--- config.mk ---
export PLATFORM = sky130hd
export DESIGN_NAME = div_unit
export DESIGN_NICKNAME = d
export VERILOG_FILES = /design/src/rtl/div_unit_pkg.sv /design/src/rtl/div_unit.sv
export SDC_FILE = /design/constraint.sdc
export NUM_CORES = 1
export LEC_CHECK = 0
export CORE_ASPECT_RATIO = 1.1
export CORE_MARGIN = 2
export CORE_UTILIZATION = 35
export CTS_CLUSTER_SIZE = 28
export DETAILED_ROUTE_END_ITERATION = 7
export MAX_ROUTING_LAYER = met4
export PLACE_DENSITY_LB_ADDON = 0.15
export SLEW_MARGIN = 20
export SYNTH_ARGS = -nofsm -noshare
export SYNTH_HDL_FRONTEND = slang
export SYNTH_SLANG_ARGS = --single-unit
--- constraint.sdc ---
create_clock -name clk -period 7.25 [get_ports clk]
set_input_delay 1.0875 -clock clk [delete_from_list [all_inputs] [get_ports clk]]
set_output_delay 1.0875 -clock clk [all_outputs]
set_load 0.02 [all_outputs]
--- src/rtl/div_unit_pkg.sv ---
// div_unit_pkg: shared widths, state encoding and handshake constants for the
// multi-cycle integer divider, plus the operand magnitude helper.
package div_unit_pkg;

  localparam int DataBus       = 32;
  localparam int DoubleDataBus = 64;

  typedef enum logic [1:0] {
    DivFree   = 2'b00,
    DivByZero = 2'b01,
    DivOn     = 2'b10,
    DivEnd    = 2'b11
  } div_state_e;

  localparam logic DivResultReady    = 1'b1;
  localparam logic DivResultNotReady = 1'b0;
  localparam logic DivStart          = 1'b1;
  localparam logic DivStop           = 1'b0;

  // Magnitude of a two's complement operand when en is set. The most
  // negative value maps to itself, which is its correct unsigned magnitude.
  function automatic logic [DataBus-1:0] abs_val(input logic [DataBus-1:0] x,
                                                 input logic en);
    logic signed [DataBus-1:0] sx;
    sx = x;
    return (en && (sx < 0)) ? (~x + 1'b1) : x;
  endfunction

endpackage

--- src/rtl/div_unit.sv ---
// div_unit: 32-cycle restoring divider for DIV/DIVU.
// Ports:
//   clk        - rising-edge clock
//   rst        - synchronous active-low reset
//   start      - division request, held high until ready is seen
//   cancel     - abort (flush), overrides start
//   is_signed  - 1 = two's complement, 0 = unsigned; sampled in IDLE
//   operand_1  - dividend, sampled in IDLE
//   operand_2  - divisor, sampled in IDLE
//   ready      - registered result-valid flag
//   div_res    - {remainder, quotient}; zero whenever ready is low
module div_unit
  import div_unit_pkg::*;
(
  input  logic                     clk,
  input  logic                     rst,
  input  logic                     start,
  input  logic                     cancel,
  input  logic                     is_signed,
  input  logic [DataBus-1:0]       operand_1,
  input  logic [DataBus-1:0]       operand_2,
  output logic                     ready,
  output logic [DoubleDataBus-1:0] div_res
);

  div_state_e          state;
  logic [4:0]          cnt;
  // {partial remainder (33 bits), dividend/quotient (32 bits)}
  logic [64:0]         work;
  logic [DataBus-1:0]  divisor;
  logic                neg_q;
  logic                neg_r;

  logic [64:0]         shifted;
  logic [32:0]         trial;
  logic [64:0]         next_work;

  // Apply the sign correction to the unsigned {remainder, quotient}.
  function automatic logic [DoubleDataBus-1:0] fix_up(input logic [DoubleDataBus-1:0] raw,
                                                      input logic nq,
                                                      input logic nr);
    logic [DataBus-1:0] q;
    logic [DataBus-1:0] r;
    q = raw[DataBus-1:0];
    r = raw[DoubleDataBus-1:DataBus];
    if (nq) q = ~q + 1'b1;
    if (nr) r = ~r + 1'b1;
    return {r, q};
  endfunction

  // One restoring step. The partial remainder before the subtract is below
  // 2*divisor, so bit 32 of the 33-bit difference is exactly the borrow.
  always_comb begin
    shifted   = {work[63:0], 1'b0};
    trial     = shifted[64:32] - {1'b0, divisor};
    next_work = trial[32] ? shifted : {trial, shifted[31:1], 1'b1};
  end

  always_ff @(posedge clk) begin
    if (!rst) begin
      state   <= DivFree;
      cnt     <= '0;
      ready   <= DivResultNotReady;
      div_res <= '0;
    end else begin
      case (state)
        DivFree: begin
          ready   <= DivResultNotReady;
          div_res <= '0;
          if ((start == DivStart) && !cancel) begin
            if (operand_2 == '0) begin
              state <= DivByZero;
            end else begin
              state   <= DivOn;
              cnt     <= '0;
              neg_q   <= is_signed & (operand_1[31] ^ operand_2[31]);
              neg_r   <= is_signed & operand_1[31];
              work    <= {33'b0, abs_val(operand_1, is_signed)};
              divisor <= abs_val(operand_2, is_signed);
            end
          end
        end
        DivByZero: begin
          if (cancel) begin
            state <= DivFree;
          end else begin
            state   <= DivEnd;
            ready   <= DivResultReady;
            div_res <= '0;
          end
        end
        DivOn: begin
          if (cancel) begin
            state <= DivFree;
          end else begin
            work <= next_work;
            cnt  <= cnt + 5'd1;
            if (cnt == 5'd31) begin
              state   <= DivEnd;
              ready   <= DivResultReady;
              div_res <= fix_up(next_work[63:0], neg_q, neg_r);
            end
          end
        end
        DivEnd: begin
          if ((start == DivStop) || cancel) begin
            state   <= DivFree;
            ready   <= DivResultNotReady;
            div_res <= '0;
          end
        end
        default: state <= DivFree;
      endcase
    end
  end

endmodule

Word level (Yosys, flattened, before mapping). Cells that the tools add are included.

Bits in registers: 170. Input bits: 69. Output and inout port bits: 65.

$add $sub $neg: 6. $lt $le $gt $ge: 2. Eq/ne operators: 11. Muxes and demuxes: 30. Bitwise operators: 9. Reductions and logical operators: 13.

Operator list (count): 64-bit 2-to-1 mux (8); 64-bit case mux with 4 select lines (1); 32-bit by 1-bit adder with 32-bit output, second input constant (4); 32-bit 2-to-1 mux (4); 32-bit inverter (4); 64-bit case mux with 2 select lines (1); 32-bit by 1-bit < comparator with 1-bit output, second input constant (2); 33-bit by 32-bit subtractor with 33-bit output (1); 32-bit zero test (1); 5-bit 2-to-1 mux (3); 2-bit 2-to-1 mux (6); 2-bit inequality test, second input constant (6); 4-bit AND reduction (3); 5-bit case mux with 2 select lines (1); 2-bit case mux with 4 select lines (1); 5-bit by 1-bit adder with 5-bit output, second input constant (1); 5-bit equality test, second input constant (1); 5-bit AND reduction (1); 2-bit equality test, second input constant (2); 1-bit 2-to-1 mux (4); 1-bit case mux with 4 select lines (1); 1-bit logical AND (3); 3-bit inequality test, second input constant (1); 3-bit AND reduction (1); 8 further kinds (10).

Longest topological paths before layout. Gate-level depths: netlist of the first run.

Word-level depth: 8. Gate-level depth with buffers: 24. Mapped depth without buffers: 22.

Least setup slack after synthesis of the first run. Ideal clock, no wire load.

Path type: in2reg. Start: input operand_2[0]. End: register divisor[0] (enable). Arrival: 5.756 ns. Data required time: 6.727 ns. Path slack: 0.971 ns. Stages on the path: 10. Cells stage by stage: inv_1 > ha_1 > and3b_1 > nand2_1 > nor4b_1 > nand3_1 > or4_1 > or4_1 > inv_1 > nor4b_1.

Word-level cells in the longest chain between the ends: 3.

RTL lines: start, declared (line div_unit.sv:21) `input logic [DataBus-1:0] operand_2,`; 32-bit zero test (line div_unit.sv:71) `if (operand_2 == '0) begin`; 1-bit inverter (no source line); 4-bit AND reduction (no source line); end signal, assigned (line div_unit.sv:79) `divisor <= abs_val(operand_2, is_signed);`; end, declared (line div_unit.sv:30) `logic [DataBus-1:0] divisor;`.

No other way between the ends. A chain may end at the register's enable or synchronous reset.

Worst setup path in the final report of the first run.
Start: register work[33]. End: register div_res[62].

Word-level cells in the longest chain between the ends: 8.

RTL lines: start, declared (line div_unit.sv:29) `logic [64:0] work;`; start signal, assigned (line div_unit.sv:78) `work <= {33'b0, abs_val(operand_1, is_signed)};`; start signal, assigned (line div_unit.sv:96) `work <= next_work;`; 33-bit by 32-bit subtractor with 33-bit output (line div_unit.sv:55) `trial = shifted[64:32] - {1'b0, divisor};`; 64-bit 2-to-1 mux * (line div_unit.sv:56) `next_work = trial[32] ? shifted : {trial, shifted[31:1], 1'b1};`; 32-bit inverter (line div_unit.sv:47) `if (nr) r = ~r + 1'b1;`; 32-bit by 1-bit adder with 32-bit output (line div_unit.sv:47); 32-bit 2-to-1 mux * (line div_unit.sv:47); 64-bit 2-to-1 mux * (line div_unit.sv:98) `if (cnt == 5'd31) begin`; 64-bit 2-to-1 mux * (line div_unit.sv:93) `if (cancel) begin`; 64-bit case mux with 4 select lines * (line div_unit.sv:66) `case (state)`; end signal, assigned (line div_unit.sv:101) `div_res <= fix_up(next_work[63:0], neg_q, neg_r);`; end, declared (line div_unit.sv:23) `output logic [DoubleDataBus-1:0] div_res`.

Every way passes the cells marked *; elsewhere a longest branch is shown, timed or not. The select of a mux whose other input is x is not followed.

==> impl_metrics.py, run 1 <==
metrics = {
    "floorplan": {
        "die_area_um2": 33960,
        "num_rows": 69,
        "initial_core_util_pct": 35.41,
        "die_w_um": 175.9,
        "pin_count": 134,
        "core_area_um2": 32120,
        "die_y_um": 193.1,
    },
    "sta": {
        "clock_skew_ps": 11.90,
        "final_max_slew_viol_count": 0,
        "clock.fmax_mhz": 184.7,
        "whs_ps": 444.9,
        "tightest_slew_ps": 991.3,
        "tns_ps": 0,
        "fin_ws_ps": 1835,
        "max-slew-margin-rel_pct": 33.92,
        "timing.final.crit_period_ps": 5415,
        "hold_viol": 0,
        "rsz0062_at_grt": "false",
        "fin_crit_sh_pct": 74.69,
        "setup_violations": 0,
    },
    "worst_setup_path": {
        "criticalPathCategory": "flop to flop",
        "cp.required_ps": 7570,
        "path_max_fanout": 30,
        "crit_path_end_kind": "flop",
        "worst-endpoint-arrival_ps": 5740,
        "cp_top_family": "compound AO/OA/AOI/OAI gates",
        "cp_slowest_stage_delay_ps": 470,
        "start_kind": "flop",
        "crit_buf_inv": 2,
        "critPathSlowestCell": "nor4_1",
        "crit_chain": "ha_1 > nor2b_1 > o31ai_1 > a21oi_1 > a32oi_2 > o21ba_2 > xnor2_4 > inv_1 > buf_4 > a21oi_1 > ha_1 > nand2_1 > nor4_1 > and4_1 > o2111a_1 > nand3_1 > o41ai_1 > xor2_1 > o21ai_0",
    },
    "clocking": {
        "postCtsHoldBufs": 0,
        "cts_max_level": 4,
        "cts_buffers": 17,
        "path_clk_slew_ps": 80,
        "cts_tree": "yes",
        "ctsResizeCount": 0,
        "clk_latency_ps": 440,
        "post_cts_buffers": 0,
        "cts_buffer_depth": 2,
        "cts-root-buf": "clkbuf_16",
        "cts_num_sinks": 170,
    },
    "synthesis": {
        "synth_top_family_by_area": "simple AND/OR/NAND/NOR gates",
        "syn-cell-area_um2": 11370,
        "synthArstFlopShare_pct": 0,
        "synth_flop_cell": "edfxtp_1",
        "synth_edf_count": 98,
        "synthCells": 1311,
        "synth_compound_area_share_pct": 18.44,
        "synth-simple-area-share_pct": 20.11,
        "muxShareOfSynthArea_pct": 2.244,
        "syn_nets": 1423,
        "synth_warnings": 0,
        "synthAdderAreaFrac_pct": 4.796,
        "syn_area_per_cell_um2": 8.675,
        "ys_types": 69,
        "synth-xor-area-share_pct": 11.69,
        "ys_seq_area_share_pct": 38.55,
        "ys_ff_latch": 170,
    },
    "placed_design": {
        "hpwl_mm": 24.06,
        "dp_slack_ps": 1495,
        "portBuffers": 133,
        "place_congestion": 0.8752,
        "dp_cells": 1820,
    },
    "finish": {
        "drive_above_1_share_pct": 4.485,
        "fill_cells": 3252,
        "instances_no_fill": 1854,
        "fin_nets": 1526,
        "synthToLayoutAreaGrowth_pct": 20.55,
    },
    "detailed_routing": {
        "num_vias": 9635,
        "vias_per_cell": 5.197,
        "first_iter_violations": 577,
        "wirelength_mm": 32.03,
        "ant_nets": 0,
        "drcViolationCount": 0,
        "wl_per_cell_um": 17.28,
        "dr.pass1.iters": 5,
    },
    "global_route": {
        "antenna_found_initial": 1,
        "grt_pass1_wl_mm": 50.68,
        "grt_max_degree": 107,
        "grt_overflow": 0,
        "grt_pass1_vias": 9360,
        "grt_usage_pct": 19.65,
    },
    "outcome": {
        "status": "finished clean",
    },
    "power_and_ir_drop": {
        "ir_drop_mv": 0.1222,
        "power_mw": 3.651,
        "pwr_density_cell_nw_per_um2": 266.3,
        "leakage_nw": 4.900,
    },
    "worst_hold_path": {
        "hp-class": "flop to flop",
    },
    "flow_run": {
        "drv_cap": 0,
    },
}
per-stage QoR:
step	util [%]	cell area, µm²
global route	42.69	13710
detailed placement	40.80	13100
finish	42.69	13710
global placement	40.80	13100
floorplan	-	11370
CTS	42.59	13680
final timing paths:
| check | startpoint | endpoint | slack [ps] | cells past startpoint |
|---|---|---|---|---|
| hold / removal | div_res[59] | div_res[59] | 440 | 2 |
| setup / recovery | work[33] | div_res[62] | 1830 | 19 |
| hold reg to reg | div_res[59] | div_res[59] | 440 | 2 |
| setup reg to reg | work[33] | div_res[62] | 1830 | 19 |
cells in the mapped netlist, drive strengths merged (21+ instances only):
library cell	instances	area, µm²
o21ai	121	605.6
nor2b	57	356.6
nor4	21	131.4
xor2	64	560.5
xnor2	87	769.5
a21oi	77	389.1
nand3	24	125.1
mux2i	21	210.2
nor2	78	292.8
inv	60	225.2
ha	42	525.5
nand2	169	634.4
o31ai	26	195.2
edfxtp	98	2943
clkbuf	47	177.7
a22oi	23	172.7
nor3	33	165.2
dfxtp	72	1441
cell type report:
class | instances | area [µm²] | share of cell area [%]
Sequential cell | 170 | 4384 | 31.98
Clock buffer | 17 | 425.4 | 3.103
Clock inverter | 15 | 150.1 | 1.095
Multi-Input combinational cell | 1020 | 6549 | 47.76
Antenna cell | 1 | 2.502 | 0.01825
Inverter | 60 | 225.2 | 1.643
Tap cell | 426 | 533.0 | 3.888
Timing Repair Buffer | 145 | 1441 | 10.51
worst min-delay path, cell delays in order, from the launching register on:
cell and delay (ps):
dfxtp_1 310, nand2_1 50, o21ai_1 50
registers in the layout (all words and copies together), names as in the netlist:
register and cells:
cnt 5, div_res 64, divisor 32, neg_q 1, neg_r 1, ready 1
state 2, work 64
placed cells by master (no fill, tap or decap), drive strengths merged, types with 6 or more instances in the layout:
cell type      Yosys  layout
and2              17      17
o41ai             10      10
clkbuf            47      17
a21o              10      10
edfxtp            98      98
o31ai             26      26
a31oi              6       6
xor2              64      64
buf               14      12
nand4             11      11
nand3             24      24
ha                42      42
a21boi            17      17
nand2            169     169
a21oi             77      77
nor2              78      78
nand2b            14      14
o21ai            121     121
or3                7       7
inv               60      70
dfxtp             72      72
xnor2             87      87
or4               11      11
o21a               6       6
nor2b             57      57
o211ai             6       6
a22oi             23      23
nor4              21      21
nor3              33      33
clkdlybuf4s50      0     133
mux2i             21      21
kinds of logic (layout without fill, tap and decap cells):
logic type | Yosys count | in the layout
and+or+nand+nor | 466 | 466
AOI/OAI and AO/OA | 335 | 335
DFF | 170 | 170
xor gates and xnor gates | 151 | 151
buffers and inverters | 121 | 237
adders and majority gates | 43 | 43
muxes | 25 | 25
other | 0 | 1
power by group:
part / switching, mW / total [mW] / internal, mW
clock network: 0.452 / 0.912 / 0.460
logic: 0.889 / 1.45 / 0.562
registers: 0.0995 / 1.29 / 1.19
metal layers:
layer,track usage [%],vias up,part of all wire (%)
li1,-,4899,-
met1,24.83,4508,47
met2,32.39,189,48
met3,2.941,39,3.2
met4,6.580,0,2.3
met5,-,-,0
Power figures use the tool's default switching activity.
==> run 2, diff against run 1 <==
==> constraint.sdc (replaced) <==
create_clock -name clk -period 5.1 [get_ports clk]
set_input_delay 0.765 -clock clk [delete_from_list [all_inputs] [get_ports clk]]
set_output_delay 0.765 -clock clk [all_outputs]
set_load 0.02 [all_outputs]
==> run 2 against run 1 <==
  * First-iteration DRC count up 18%
  * Critical path depth up 1
  * Largest cell class unchanged
  * Via count up 0.81%
  * Core utilization up 0.34 points
  * Hold slack better by 5.7 ps
  * Largest power group unchanged
  * Sequential power up 42%
==> impl_metrics.py, run 2 (same netlist as run 1, synthesis figures left out) <==
metrics = {
    "outcome": {
        "status": "finished clean",
    },
    "clocking": {
        "cts_max_level": 4,
        "postCtsHoldBufs": 0,
        "post_cts_buffers": 0,
        "cts_buffer_depth": 2,
        "cts-root-buf": "clkbuf_16",
        "cts_buffers": 17,
        "clk_latency_ps": 440,
        "cts_tree": "yes",
        "cts_num_sinks": 170,
        "path_clk_slew_ps": 80,
    },
    "worst_setup_path": {
        "crit_buf_inv": 2,
        "cp.required_ps": 5420,
        "criticalPathCategory": "flop to flop",
        "cp_top_family": "compound AO/OA/AOI/OAI gates",
        "start_kind": "flop",
        "cp_slowest_stage_delay_ps": 460,
        "path_max_fanout": 7,
        "crit_path_end_kind": "flop",
        "crit_chain": "ha_1 > a21oi_1 > o21ai_1 > a2111o_1 > a32oi_4 > o21ba_2 > xnor2_4 > inv_1 > nor2_1 > a21oi_1 > ha_1 > nand2_1 > nor4_1 > buf_4 > and4_1 > o2111a_1 > nand3_1 > o41ai_2 > xor2_1 > o21ai_0",
        "critPathSlowestCell": "edfxtp_1",
        "worst-endpoint-arrival_ps": 5070,
    },
    "floorplan": {
        "die_y_um": 193.1,
        "die_w_um": 175.9,
        "die_area_um2": 33960,
        "pin_count": 134,
        "num_rows": 69,
        "core_area_um2": 32120,
        "initial_core_util_pct": 35.41,
    },
    "detailed_routing": {
        "vias_per_cell": 5.211,
        "wl_per_cell_um": 17.21,
        "dr.pass1.iters": 6,
        "ant_nets": 0,
        "num_vias": 9713,
        "wirelength_mm": 32.08,
        "first_iter_violations": 678,
        "drcViolationCount": 0,
    },
    "sta": {
        "fin_crit_sh_pct": 93.15,
        "hold_viol": 0,
        "setup_violations": 0,
        "clock_skew_ps": 17.40,
        "max-slew-margin-rel_pct": 21.50,
        "clock.fmax_mhz": 210.5,
        "tns_ps": 0,
        "timing.final.crit_period_ps": 4751,
        "final_max_slew_viol_count": 0,
        "tightest_slew_ps": 1148,
    },
    "power_and_ir_drop": {
        "ir_drop_mv": 0.2273,
        "leakage_nw": 4.954,
        "pwr_density_cell_nw_per_um2": 376.5,
    },
    "global_route": {
        "antenna_found_initial": 1,
        "grt_pass1_vias": 9430,
        "grt_overflow": 0,
        "grt_pass1_wl_mm": 51.09,
        "grt_usage_pct": 19.80,
        "grt_max_degree": 82,
    },
    "finish": {
        "instances_no_fill": 1864,
        "drive_above_1_share_pct": 5.358,
        "mostFrequentLayoutCell": "nand2_1",
        "reg_top3": "div_res (64), work (64), divisor (32)",
        "fin_nets": 1536,
        "layout_common_cells": "nand2_1 (169), clkdlybuf4s50_1 (133), o21ai_0 (117), edfxtp_1 (98), xnor2_1 (86)",
        "synthToLayoutAreaGrowth_pct": 21.50,
    },
    "flow_run": {
        "drv_cap": 0,
    },
    "placed_design": {
        "place_congestion": 0.8902,
        "portBuffers": 133,
        "hpwl_mm": 24.50,
        "dp_cells": 1831,
    },
    "worst_hold_path": {
        "hp-class": "flop to flop",
    },
}
## run 2: metrics by stage
stage                     hold slack, ps  setup slack, ps  instance area, µm²  power [mW]  util, %
after CTS                          459.6            292.3               13790       5.243    42.93
after floorplan                    459.0            504.1               11380       3.242        -
after global placement             438.3            351.2               13210       3.919    41.13
after global routing               489.9           -6.368               13820       5.534    43.03
final                              450.6            349.3               13820       5.203    43.03
after detailed placement           444.2            350.4               13210       3.930    41.13
## run 2: area by class of cell
class	count	area [µm²]
Clock inverter	12	98.84
Inverter	60	225.2
Fill cell	3187	18300
Tap cell	426	533.0
Timing Repair Buffer	155	1509
Multi-Input combinational cell	1020	6586
Clock buffer	20	479.2
Sequential cell	170	4384
Antenna cell	1	2.502
## run 2: path summary, 6_finish.rpt
| path | start | endpoint | slack (ps) | cells after the start |
|---|---|---|---|---|
| worst max-delay path | work[40] | div_res[62] | 350 | 20 |
| worst min-delay path | div_res[63] | div_res[63] | 450 | 2 |
| worst max register to register | work[40] | div_res[62] | 350 | 20 |
| worst min register to register | div_res[63] | div_res[63] | 450 | 2 |
## run 2: worst min-delay path: stages (launching register included)
cell and delay (ps):
dfxtp_1 320, nand2_1 50, o21ai_1 50
## run 2: power breakdown
group	internal, mW	switching, mW	leakage, nW	total, mW
registers	1.69	0.141	1.49	1.83
logic	0.798	1.28	3.18	2.08
clock network	0.696	0.602	0.289	1.30
## run 2: per-layer routing
metal / GRT usage (%) / wire, µm / vias up
met5: - / 0 / -
met4: 4.768 / 505 / 0
met3: 2.667 / 1111 / 29
met2: 33.63 / 15570 / 202
met1: 25.10 / 14890 / 4591
li1: - / - / 4891
## run 2: repair_timing
item	in CTS	in global routing
resized for setup	0	5
endpoints found under the setup margin	0	3
endpoints found under the hold margin	0	0
